<file path="config.mk">
export PLATFORM = sky130hd
export DESIGN_NAME = fetch_queue_issue_unit
export DESIGN_NICKNAME = d
export VERILOG_FILES = /design/src/rtl/fetch_queue_issue_unit_pkg.sv /design/src/rtl/rv_predecoder.sv /design/src/rtl/fetch_queue_issue_unit.sv
export SDC_FILE = /design/constraint.sdc
export NUM_CORES = 1
export LEC_CHECK = 0
export ABC_AREA = 1
export CELL_PAD_IN_SITES_DETAIL_PLACEMENT = 0
export CELL_PAD_IN_SITES_GLOBAL_PLACEMENT = 1
export CORE_UTILIZATION = 40
export CTS_CLUSTER_DIAMETER = 200
export DETAILED_ROUTE_END_ITERATION = 8
export DONT_BUFFER_PORTS = 1
export PLACE_DENSITY = 0.67
export SYNTH_ARGS = -nofsm -noshare
export SYNTH_HDL_FRONTEND = slang
export SYNTH_SLANG_ARGS = --single-unit
export TNS_END_PERCENT = 10
</file>
<file path="constraint.sdc">
create_clock -name clk_in -period 12.9 [get_ports clk_in]
set_input_delay 3.87 -clock clk_in [delete_from_list [all_inputs] [get_ports clk_in]]
set_output_delay 3.87 -clock clk_in [all_outputs]
set_load 0.005 [all_outputs]
</file>
<file path="src/rtl/fetch_queue_issue_unit_pkg.sv">
// Shared constants and types for the fetch queue / issue unit.
// Covers RV32 opcodes, RVC encodings, queue entry layout and BHT counter helpers.
package fetch_queue_issue_unit_pkg;

    localparam int unsigned XLEN = 32;

    localparam logic [6:0] OP_JAL    = 7'b1101111;
    localparam logic [6:0] OP_JALR   = 7'b1100111;
    localparam logic [6:0] OP_BRANCH = 7'b1100011;

    localparam logic [1:0] RVC_Q1   = 2'b01;
    localparam logic [1:0] RVC_Q2   = 2'b10;
    localparam logic [1:0] RVC_NONE = 2'b11;

    localparam logic [2:0] C1_JAL  = 3'b001;
    localparam logic [2:0] C1_J    = 3'b101;
    localparam logic [2:0] C1_BEQZ = 3'b110;
    localparam logic [2:0] C1_BNEZ = 3'b111;
    localparam logic [2:0] C2_JR   = 3'b100;

    typedef logic [1:0] bht_ctr_t;
    localparam bht_ctr_t BHT_RESET = 2'b01;

    typedef struct packed {
        logic [XLEN-1:0] pc;
        logic [XLEN-1:0] ins;
        logic            is_compressed;
        logic [XLEN-1:0] predicted_pc;
        logic            pred_taken;
    } fq_entry_t;

    // Two-bit saturating counter step.
    function automatic bht_ctr_t bht_next(input bht_ctr_t ctr, input logic taken);
        bht_ctr_t res;
        res = ctr;
        if (taken && ctr != 2'b11) begin
            res = ctr + 2'(1);
        end else if (!taken && ctr != 2'b00) begin
            res = ctr - 2'(1);
        end
        return res;
    endfunction

endpackage

</file>
<file path="src/rtl/rv_predecoder.sv">
// Combinational predecode of one fetched word (RV32 or RVC): length,
// control-flow class and the PC-relative target for JAL/branch forms.
module rv_predecoder
    import fetch_queue_issue_unit_pkg::*;
(
    input  logic [XLEN-1:0] ins,
    input  logic [XLEN-1:0] pc,
    output logic [2:0]      len,
    output logic            is_jal,
    output logic            is_branch,
    output logic            is_jalr,
    output logic [XLEN-1:0] target
);

    logic [XLEN-1:0] imm_j;
    logic [XLEN-1:0] imm_b;
    logic [XLEN-1:0] imm_cj;
    logic [XLEN-1:0] imm_cb;
    logic [XLEN-1:0] imm;
    logic [1:0]      quad;
    logic [2:0]      c_funct3;

    assign quad     = ins[1:0];
    assign c_funct3 = ins[15:13];

    assign imm_j  = {{11{ins[31]}}, ins[31], ins[19:12], ins[20], ins[30:21], 1'b0};
    assign imm_b  = {{19{ins[31]}}, ins[31], ins[7], ins[30:25], ins[11:8], 1'b0};
    assign imm_cj = {{20{ins[12]}}, ins[12], ins[8], ins[10:9], ins[6], ins[7],
                     ins[2], ins[11], ins[5:3], 1'b0};
    assign imm_cb = {{23{ins[12]}}, ins[12], ins[6:5], ins[2], ins[11:10], ins[4:3], 1'b0};

    // Classify and select the immediate for the PC-relative forms.
    always_comb begin
        len       = 3'd4;
        is_jal    = 1'b0;
        is_branch = 1'b0;
        is_jalr   = 1'b0;
        imm       = '0;
        if (quad == RVC_NONE) begin
            case (ins[6:0])
                OP_JAL: begin
                    is_jal = 1'b1;
                    imm    = imm_j;
                end
                OP_BRANCH: begin
                    is_branch = 1'b1;
                    imm       = imm_b;
                end
                OP_JALR: is_jalr = 1'b1;
                default: ;
            endcase
        end else begin
            len = 3'd2;
            if (quad == RVC_Q1) begin
                case (c_funct3)
                    C1_JAL, C1_J: begin
                        is_jal = 1'b1;
                        imm    = imm_cj;
                    end
                    C1_BEQZ, C1_BNEZ: begin
                        is_branch = 1'b1;
                        imm       = imm_cb;
                    end
                    default: ;
                endcase
            end else if (quad == RVC_Q2) begin
                // C.JR / C.JALR: rs1 nonzero and rs2 zero; bit 12 picks link.
                if (c_funct3 == C2_JR && ins[11:7] != 5'd0 && ins[6:2] == 5'd0) begin
                    is_jalr = 1'b1;
                end
            end
        end
    end

    assign target = pc + imm;

endmodule

</file>
<file path="src/rtl/fetch_queue_issue_unit.sv">
// Fetch queue with predecode and 2-bit BHT prediction, decoupling the icache
// from issue through a circular queue and a valid/ready issue handshake.
module fetch_queue_issue_unit
    import fetch_queue_issue_unit_pkg::*;
#(
    parameter int unsigned FQ_DEPTH    = 8,
    parameter int unsigned BHT_ENTRIES = 64,
    parameter logic [31:0] RESET_PC    = 32'h0
) (
    input  logic        clk_in,
    input  logic        rst_in,
    input  logic        rdy_in,
    input  logic        flush_pipline,
    input  logic [31:0] reset_PC_to,
    input  logic        jalr_just_done,
    input  logic [31:0] jalr_resulting_PC,
    input  logic        bht_update_valid,
    input  logic [31:0] bht_update_pc,
    input  logic        bht_update_taken,
    output logic        icache_read_en,
    output logic [31:0] icache_read_addr,
    input  logic        icache_ready,
    input  logic [31:0] icache_read_data,
    output logic        issue_valid,
    input  logic        issue_ready,
    output logic [31:0] issue_PC,
    output logic [31:0] issue_ins,
    output logic        issue_is_compressed,
    output logic [31:0] issue_predicted_PC,
    output logic        issue_pred_taken
);

    localparam int unsigned IDX_W     = $clog2(FQ_DEPTH);
    localparam int unsigned PTR_W     = IDX_W + 1;
    localparam int unsigned BHT_IDX_W = $clog2(BHT_ENTRIES);

    localparam logic [0:0] ST_FETCH     = 1'b0;
    localparam logic [0:0] ST_WAIT_JALR = 1'b1;

    logic [0:0]       state, state_n;
    logic [31:0]      fetch_pc, fetch_pc_n;
    logic [PTR_W-1:0] wr_ptr, wr_ptr_n;
    logic [PTR_W-1:0] rd_ptr, rd_ptr_n;
    logic             read_en_q, read_en_n;
    logic             enq;

    fq_entry_t fq_mem [FQ_DEPTH];
    fq_entry_t new_entry;
    fq_entry_t head;
    bht_ctr_t  bht [BHT_ENTRIES];

    logic [2:0]  pd_len;
    logic        pd_is_jal;
    logic        pd_is_branch;
    logic        pd_is_jalr;
    logic [31:0] pd_target;
    logic [31:0] pc_plus_len;
    logic [31:0] pred_pc;
    logic        pred_taken;
    logic        is_rvc;
    logic        q_empty;

    logic [BHT_IDX_W-1:0] lookup_idx;
    logic [BHT_IDX_W-1:0] update_idx;
    logic                 unused_pc_bits;

    function automatic logic ptr_full(input logic [PTR_W-1:0] w, input logic [PTR_W-1:0] r);
        return (w[PTR_W-1] != r[PTR_W-1]) && (w[PTR_W-2:0] == r[PTR_W-2:0]);
    endfunction

    rv_predecoder u_predecoder (
        .ins       (icache_read_data),
        .pc        (fetch_pc),
        .len       (pd_len),
        .is_jal    (pd_is_jal),
        .is_branch (pd_is_branch),
        .is_jalr   (pd_is_jalr),
        .target    (pd_target)
    );

    assign lookup_idx     = fetch_pc[BHT_IDX_W:1];
    assign update_idx     = bht_update_pc[BHT_IDX_W:1];
    assign unused_pc_bits = ^{bht_update_pc[31:BHT_IDX_W+1], bht_update_pc[0]};

    // Prediction reads the pre-update counter even when an update hits the same index.
    assign is_rvc      = (pd_len == 3'd2);
    assign pc_plus_len = fetch_pc + 32'(pd_len);
    assign pred_taken  = pd_is_branch && bht[lookup_idx][1];
    assign pred_pc     = (pd_is_jal || pred_taken) ? pd_target : pc_plus_len;

    always_comb begin
        new_entry               = '0;
        new_entry.pc            = fetch_pc;
        new_entry.ins           = is_rvc ? {16'h0, icache_read_data[15:0]} : icache_read_data;
        new_entry.is_compressed = is_rvc;
        new_entry.predicted_pc  = pred_pc;
        new_entry.pred_taken    = pred_taken;
    end

    // Next-state: flush dominates; otherwise dequeue, fetch/enqueue and JALR resume.
    always_comb begin
        state_n    = state;
        fetch_pc_n = fetch_pc;
        wr_ptr_n   = wr_ptr;
        rd_ptr_n   = rd_ptr;
        read_en_n  = read_en_q;
        enq        = 1'b0;
        if (rdy_in) begin
            if (flush_pipline) begin
                state_n    = ST_FETCH;
                fetch_pc_n = reset_PC_to;
                wr_ptr_n   = '0;
                rd_ptr_n   = '0;
            end else begin
                if (issue_valid && issue_ready) begin
                    rd_ptr_n = rd_ptr + PTR_W'(1);
                end
                case (state)
                    ST_FETCH: begin
                        // read_en_q is only high while the queue has room.
                        if (read_en_q && icache_ready) begin
                            enq        = 1'b1;
                            wr_ptr_n   = wr_ptr + PTR_W'(1);
                            fetch_pc_n = pred_pc;
                            if (pd_is_jalr) begin
                                state_n = ST_WAIT_JALR;
                            end
                        end
                    end
                    ST_WAIT_JALR: begin
                        if (jalr_just_done) begin
                            state_n    = ST_FETCH;
                            fetch_pc_n = jalr_resulting_PC;
                        end
                    end
                    default: state_n = ST_FETCH;
                endcase
            end
            read_en_n = (state_n == ST_FETCH) && !ptr_full(wr_ptr_n, rd_ptr_n);
        end
    end

    always_ff @(posedge clk_in) begin
        if (rst_in) begin
            state     <= ST_FETCH;
            fetch_pc  <= RESET_PC;
            wr_ptr    <= '0;
            rd_ptr    <= '0;
            read_en_q <= 1'b0;
        end else begin
            state     <= state_n;
            fetch_pc  <= fetch_pc_n;
            wr_ptr    <= wr_ptr_n;
            rd_ptr    <= rd_ptr_n;
            read_en_q <= read_en_n;
        end
    end

    // Queue storage needs no reset: contents are only visible through the pointers.
    always_ff @(posedge clk_in) begin
        if (!rst_in && enq) begin
            fq_mem[wr_ptr[IDX_W-1:0]] <= new_entry;
        end
    end

    always_ff @(posedge clk_in) begin
        if (rst_in) begin
            for (int i = 0; i < int'(BHT_ENTRIES); i++) begin
                bht[i] <= BHT_RESET;
            end
        end else if (rdy_in && bht_update_valid) begin
            bht[update_idx] <= bht_next(bht[update_idx], bht_update_taken);
        end
    end

    assign q_empty = (wr_ptr == rd_ptr);
    assign head    = q_empty ? '0 : fq_mem[rd_ptr[IDX_W-1:0]];

    assign icache_read_en      = read_en_q;
    assign icache_read_addr    = fetch_pc;
    assign issue_valid         = !q_empty;
    assign issue_PC            = head.pc;
    assign issue_ins           = head.ins;
    assign issue_is_compressed = head.is_compressed;
    assign issue_predicted_PC  = head.predicted_pc;
    assign issue_pred_taken    = head.pred_taken;

endmodule

</file>
==> flow_summary.ini, run 1 <==
[detailed_routing]
detail-route-antenna-nets = 0
drt-vias-per-instance = 5.48
drc_errors = 0
dr.pass1.iters = 5
drt_iter0_markers = 2494
routed_wl_mm = 122
dr_total_vias = 28427
drt-wirelength-per-cell_um = 23.6

[sta]
post-route-period-util = 0.638
finalHoldViolations = 0
timing.hold.ws_ps = 504
period_needed_ps = 8230
fmax_ghz = 0.122
final_max_slew_viol_count = 0
tns_ps = 0
rsz0062_at_grt = false
fin_worst_skew_ps = 32.9
max_slew.worst_pin.slew_ps = 1410
slew_headroom = 0.0607
setup_viol = 0

[cts]
clk_pin_slew_ps = 60
cts_tree = built
cts.sinks = 955
clkLatencyLatePin_ps = 690
post_cts_buffers = 0
cts.path.max_buffers = 3
root_buffer = clkbuf_16
htree_levels = 3
cts.repair.resized = 0
postCtsHoldBufs = 0
cts_buffers = 102

[yosys]
synth_edf_count = 904
synth.distinct_cells = 49
yosys_register_bits = 955
async_flop_share = 0
yosysMostFrequentCell = edfxtp_1
ys.flop_type = edfxtp_1
synth_cells = 3827
yosysSeqAreaShare = 0.675
synth.area.top_cells = edfxtp_1 65%, nor2_1 7.3%, o21ai_0 6.7%
syn_nets = 3999
synthesis.area_um2 = 41700
synth.avg_cell_area_um2 = 10.9
synth_top_area_cell = edfxtp_1
synth_warnings = 0
yosys-top-cells-count = 904 x edfxtp_1, 808 x nor2_1, 556 x o21ai_0, 387 x nand2_1, 190 x inv_1
synth_top_area_share = 0.651

[critical_path]
worstPathArrival_ps = 8580
regToRegSetupSlack_ps = 6200
crit_slowest_cell = xor2_1
start_kind = primary input
critPathKind = in -> reg
critPathRequiredTime_ps = 13250
reg2reg_depth = 21
end_kind = flip-flop
cpLargestDelayFamily = compound AO/OA/AOI/OAI gates
critPathMaxStageDelay_ps = 680
path_common_cell = inv_1
worstPathBufferInverterCount = 5
critPathMaxFanout = 30
r2r-end = fq_mem[1][20]
path_cells = nand2_1 -> buf_4 -> inv_1 -> nand4_1 -> inv_1 -> nor2_1 -> nand2_1 -> clkinv_1 -> o21ai_1 -> ha_1 -> inv_1 -> fa_1 -> o21ai_1 -> a21oi_1 -> o21bai_1 -> a21boi_0 -> o21ai_0 -> xor2_1

[floorplanning]
num_rows = 118
die_area_um2 = 106000
die_h_um = 325
ioPinCount = 269
coreArea_um2 = 103000
die_w_um = 325
initial_core_util = 0.403

[pwr]
power.static_leakage_uw = 0.0159
powerDensity_nw_per_um2 = 152
vdd_drop_max_mv = 0.110

[global_routing]
grt_usage = 0.229
grt_max_degree = 201
grt_pass1_wl_mm = 179
antenna_found_initial = 4
grt_overflow_total = 0
grt_pass1_vias = 26898

[place]
hpwl_mm = 73.0
place_congestion = 0.885
port_buffers = 0

[worst_hold_path]
hold_end = icache_read_en
hold_path.class = reg -> reg
min_from = icache_read_en
holdPathStages = 2

[final_layout]
finalNetCount = 3886
multi_input_area_um2 = 11700
drive_gt1_frac = 0.0634
area_growth_pct = 10.5
n_fill_cell = 9644
seq_area_um2 = 28200

[run_status]
status = finished clean

[run]
max-cap-violations = 0
==> stage by stage <==
step	instance area, µm²	total power (µW)	worst slack [ps]	instances	utilization
after CTS	46100	7060	4870	5181	0.446
after detailed placement	42700	4150	4160	4990	0.413
final	46100	7000	4670	5184	0.446
after floorplan	41700	3930	1250	3827	-
after global placement	42700	4150	4240	4990	0.413
after global routing	46100	7240	4310	5183	0.446
==> metal layers <==
layer / vias to the layer above / routed length [µm] / track usage
met5: - / 23 / 0
met4: 4 / 3100 / 0.0659
met3: 174 / 7060 / 0.0359
met2: 869 / 58900 / 0.377
met1: 13995 / 53300 / 0.313
li1: 13385 / - / -
==> flip-flops by register name, indices dropped and copies added, names as in the netlist, named ones only <==
name / count
fq_mem: 776
bht: 128
icache_read_addr: 32
wr_ptr: 4
state: 1
rd_ptr: 4
icache_read_en: 1
==> cells by family (layout without fill, tap and decap cells) <==
| group | count (synthesis) | after routing | synth area share |
|---|---|---|---|
| xor gates and xnor gates | 32 | 32 | 0.00672 |
| DFF | 955 | 955 | 0.675 |
| buffers and inverters | 462 | 436 | 0.0471 |
| AOI/OAI and AO/OA | 938 | 938 | 0.126 |
| adders and majority gates | 35 | 35 | 0.0107 |
| and+or+nand+nor | 1405 | 1405 | 0.135 |
| other | 0 | 3 | 0 |
==> report_power, final <==
part	total, µW	switching, µW	internal (µW)
Clock	2930	1220	1710
Combinational	585	444	142
Sequential	3490	56.0	3440
==> layout by cell type (no fill, tap or decap), types with 7 or more instances in the layout <==
master | netlist | final
buf_4 | 41 | 43
clkinv_2 | 0 | 25
nand4_1 | 19 | 19
a31oi_1 | 100 | 100
ha_1 | 34 | 34
inv_1 | 190 | 187
edfxtp_1 | 904 | 904
dfxtp_1 | 51 | 49
inv_2 | 8 | 8
o22ai_1 | 99 | 99
a22oi_1 | 22 | 22
o21ai_0 | 556 | 555
nor3_1 | 22 | 18
nor2_1 | 808 | 802
a21oi_1 | 91 | 91
clkbuf_8 | 0 | 7
xnor2_1 | 9 | 9
a221oi_1 | 30 | 30
clkbuf_16 | 0 | 102
xor2_1 | 23 | 23
clkinv_1 | 2 | 16
a41oi_1 | 8 | 8
nand3_1 | 145 | 145
bufinv_16 | 0 | 10
clkbuf_1 | 182 | 23
nand2_1 | 387 | 386
==> area by class of cell <==
type | instances | area share
Tap cell | 1380 | 0.0374
Sequential cell | 955 | 0.611
Multi-Input combinational cell | 2410 | 0.254
Antenna cell | 3 | 0.000163
Timing Repair Buffer | 45 | 0.00787
Clock inverter | 59 | 0.0140
Clock buffer | 132 | 0.0593
Inverter | 200 | 0.0167
==> worst max path at each step <==
| stage | from | end | slack (ps) | cells past startpoint |
|---|---|---|---|---|
| 2_1_floorplan | flush_pipline | fq_mem[1][0] | 1250 | 5 |
| 3_5_place_dp | icache_read_data[0] | icache_read_addr[19] | 4160 | 20 |
| 6_report | icache_read_data[0] | fq_mem[1][20] | 4670 | 18 |
| 3_3_place_gp | icache_read_data[0] | fq_mem[0][20] | 4240 | 18 |
| 4_1_cts | icache_read_data[0] | fq_mem[1][20] | 4870 | 18 |
| 5_1_grt | icache_read_data[0] | icache_read_addr[19] | 4310 | 20 |
==> worst min-delay path, delay by kind of cell (launching register included) <==
family / cells / cell delay, ps
flip-flops: 1 / 340
AND/OR/NAND/NOR: 1 / 70
AO/OA/AOI/OAI: 1 / 50
Note: power is estimated with default switching activity, not from simulation.
==> inputs of run 2 (changes only) <==
--- a/config.mk
+++ b/config.mk
@@ -12,7 +12,7 @@
 export CTS_CLUSTER_DIAMETER = 200
 export DETAILED_ROUTE_END_ITERATION = 8
 export DONT_BUFFER_PORTS = 1
-export PLACE_DENSITY = 0.67
+export PLACE_DENSITY = 0.69
 export SYNTH_ARGS = -nofsm -noshare
 export SYNTH_HDL_FRONTEND = slang
 export SYNTH_SLANG_ARGS = --single-unit
==> constraint.sdc (replaced) <==
create_clock -name clk_in -period 7.5 [get_ports clk_in]
set_input_delay 2.25 -clock clk_in [delete_from_list [all_inputs] [get_ports clk_in]]
set_output_delay 2.25 -clock clk_in [all_outputs]
set_load 0.005 [all_outputs]
==> flow_summary.ini, run 2 (synthesis gave the netlist of run 1 again) <==
[detailed_routing]
routed_wl_mm = 122
drc_errors = 0
drt-vias-per-instance = 5.49
drt-wirelength-per-cell_um = 23.5
detail-route-antenna-nets = 0
drt_iter0_markers = 2670
dr.pass1.iters = 5
dr_total_vias = 28457

[run]
max-cap-violations = 0

[critical_path]
critPathMaxFanout = 12
path_cells = inv_1 -> nor3_1 -> nand4_1 -> inv_1 -> nor2_1 -> nand2_1 -> clkinv_1 -> o21ai_1 -> ha_1 -> inv_1 -> fa_1 -> o21ai_1 -> a21oi_1 -> o21bai_1 -> a21boi_0 -> o21ai_0 -> xor2_1 -> nand2_1 -> a21oi_1
r2r-end = icache_read_addr[19]
critPathMaxStageDelay_ps = 730
worstPathArrival_ps = 7110
regToRegSetupSlack_ps = 1440
cpLargestDelayFamily = compound AO/OA/AOI/OAI gates
critPathRequiredTime_ps = 8130
critPathKind = in -> reg
path_common_cell = inv_1
startpoint = icache_read_data[6]
worstPathBufferInverterCount = 4
crit_slowest_cell = xor2_1
start_kind = primary input
reg2reg_depth = 24
end_kind = flip-flop

[sta]
finalHoldViolations = 0
tns_ps = 0
setup_viol = 0
final_max_slew_viol_count = 0
post-route-period-util = 0.865
max_slew.worst_pin.slew_ps = 1300
fmax_ghz = 0.154
worst_slack_ps = 1010
rsz0062_at_grt = false
period_needed_ps = 6490
fin_worst_skew_ps = 40.1
timing.hold.ws_ps = 495
slew_headroom = 0.134

[final_layout]
stdcell_area_um2 = 46000
n_fill_cell = 9533
area_growth_pct = 10.4
drive_gt1_frac = 0.0590
largest_reg_flops = 776
layout_common_cells = 904 x edfxtp_1, 802 x nor2_1, 555 x o21ai_0, 386 x nand2_1, 187 x inv_1
finalNetCount = 3891
layout_commonest_cell = edfxtp_1

[cts]
cts_tree = built
clkLatencyLatePin_ps = 700
post_cts_buffers = 0
cts.sinks = 955
htree_levels = 3
root_buffer = clkbuf_16
cts.repair.resized = 0
clk_pin_slew_ps = 60
postCtsHoldBufs = 0
cts.path.max_buffers = 3
cts_buffers = 101

[worst_hold_path]
hold_end = icache_read_en
min_from = icache_read_en
hold_path.class = reg -> reg
holdPathStages = 2

[floorplanning]
die_h_um = 325
coreArea_um2 = 103000
die_w_um = 325
ioPinCount = 269
num_rows = 118
initial_core_util = 0.403
die_area_um2 = 106000

[place]
port_buffers = 0
placed_cell_area_um2 = 42900
place_congestion = 0.904
hpwl_mm = 71.5
post-place-ws_ps = 438

[pwr]
vdd_drop_max_mv = 0.180
powerDensity_nw_per_um2 = 255
total_power_uw = 11700
power.static_leakage_uw = 0.0159

[global_routing]
grt_pass1_wl_mm = 177
grt_pass1_vias = 26436
grt_overflow_total = 0
grt_usage = 0.226
grt_max_degree = 184
antenna_found_initial = 8

[run_status]
status = finished clean
[run 2: changes by cell type in the layout (fill, tap and decap cells not counted), moves of 2 or more]
cell	before	now
clkinv_4	2	0
clkinv_2	25	16
buf_4	43	37
diode_2	3	6
clkinv_1	16	32
buf_12	2	14
clkbuf_8	7	0
bufinv_16	10	5
[run 2: how the worst max path moves through the flow]
stage | end | slack (ps) | depth (start not counted)
floorplan | fq_mem[1][0] | -2530 | 5
global placement | icache_read_addr[19] | 470 | 19
detailed placement | icache_read_addr[19] | 440 | 19
CTS | fq_mem[7][20] | 1170 | 17
global route | icache_read_addr[19] | 640 | 19
finish | icache_read_addr[19] | 1010 | 19
[run 2: final cells by class]
cell class / count / area [µm²] / share of cell area
clock inverter: 60 / 498 / 0.0108
multi-input combinational: 2410 / 11700 / 0.254
inverter: 200 / 768 / 0.0167
antenna: 6 / 15.0 / 0.000326
tap: 1380 / 1730 / 0.0375
clock buffer: 123 / 2610 / 0.0567
sequential: 955 / 28200 / 0.612
timing repair buffer: 51 / 558 / 0.0121
[run 2: report_power, final]
group / leakage (µW) / internal (µW) / switching (µW)
Clock: 0.00151 / 2650 / 2070
Combinational: 0.00538 / 255 / 771
Sequential: 0.00897 / 5910 / 94.2
[run 2: stage by stage]
step	util	std cells
final	0.445	5185
after global routing	0.445	5183
after CTS	0.445	5179
after detailed placement	0.415	4996
after global placement	0.415	4996
after floorplan	-	3827
[run 2: layer usage]
layer / wire length (µm) / track usage / part of all wire
met2: 58500 / 0.377 / 0.48
met5: 13 / 0 / 0.00011
met4: 2710 / 0.0614 / 0.022
met3: 9200 / 0.0470 / 0.076
met1: 51300 / 0.298 / 0.42
[run 2: worst min-delay path: cells and delay by family, from the launching register on]
kind,cells,cell delay [ps]
DFF,1,330
and+or+nand+nor,1,70
AOI/OAI and AO/OA,1,50
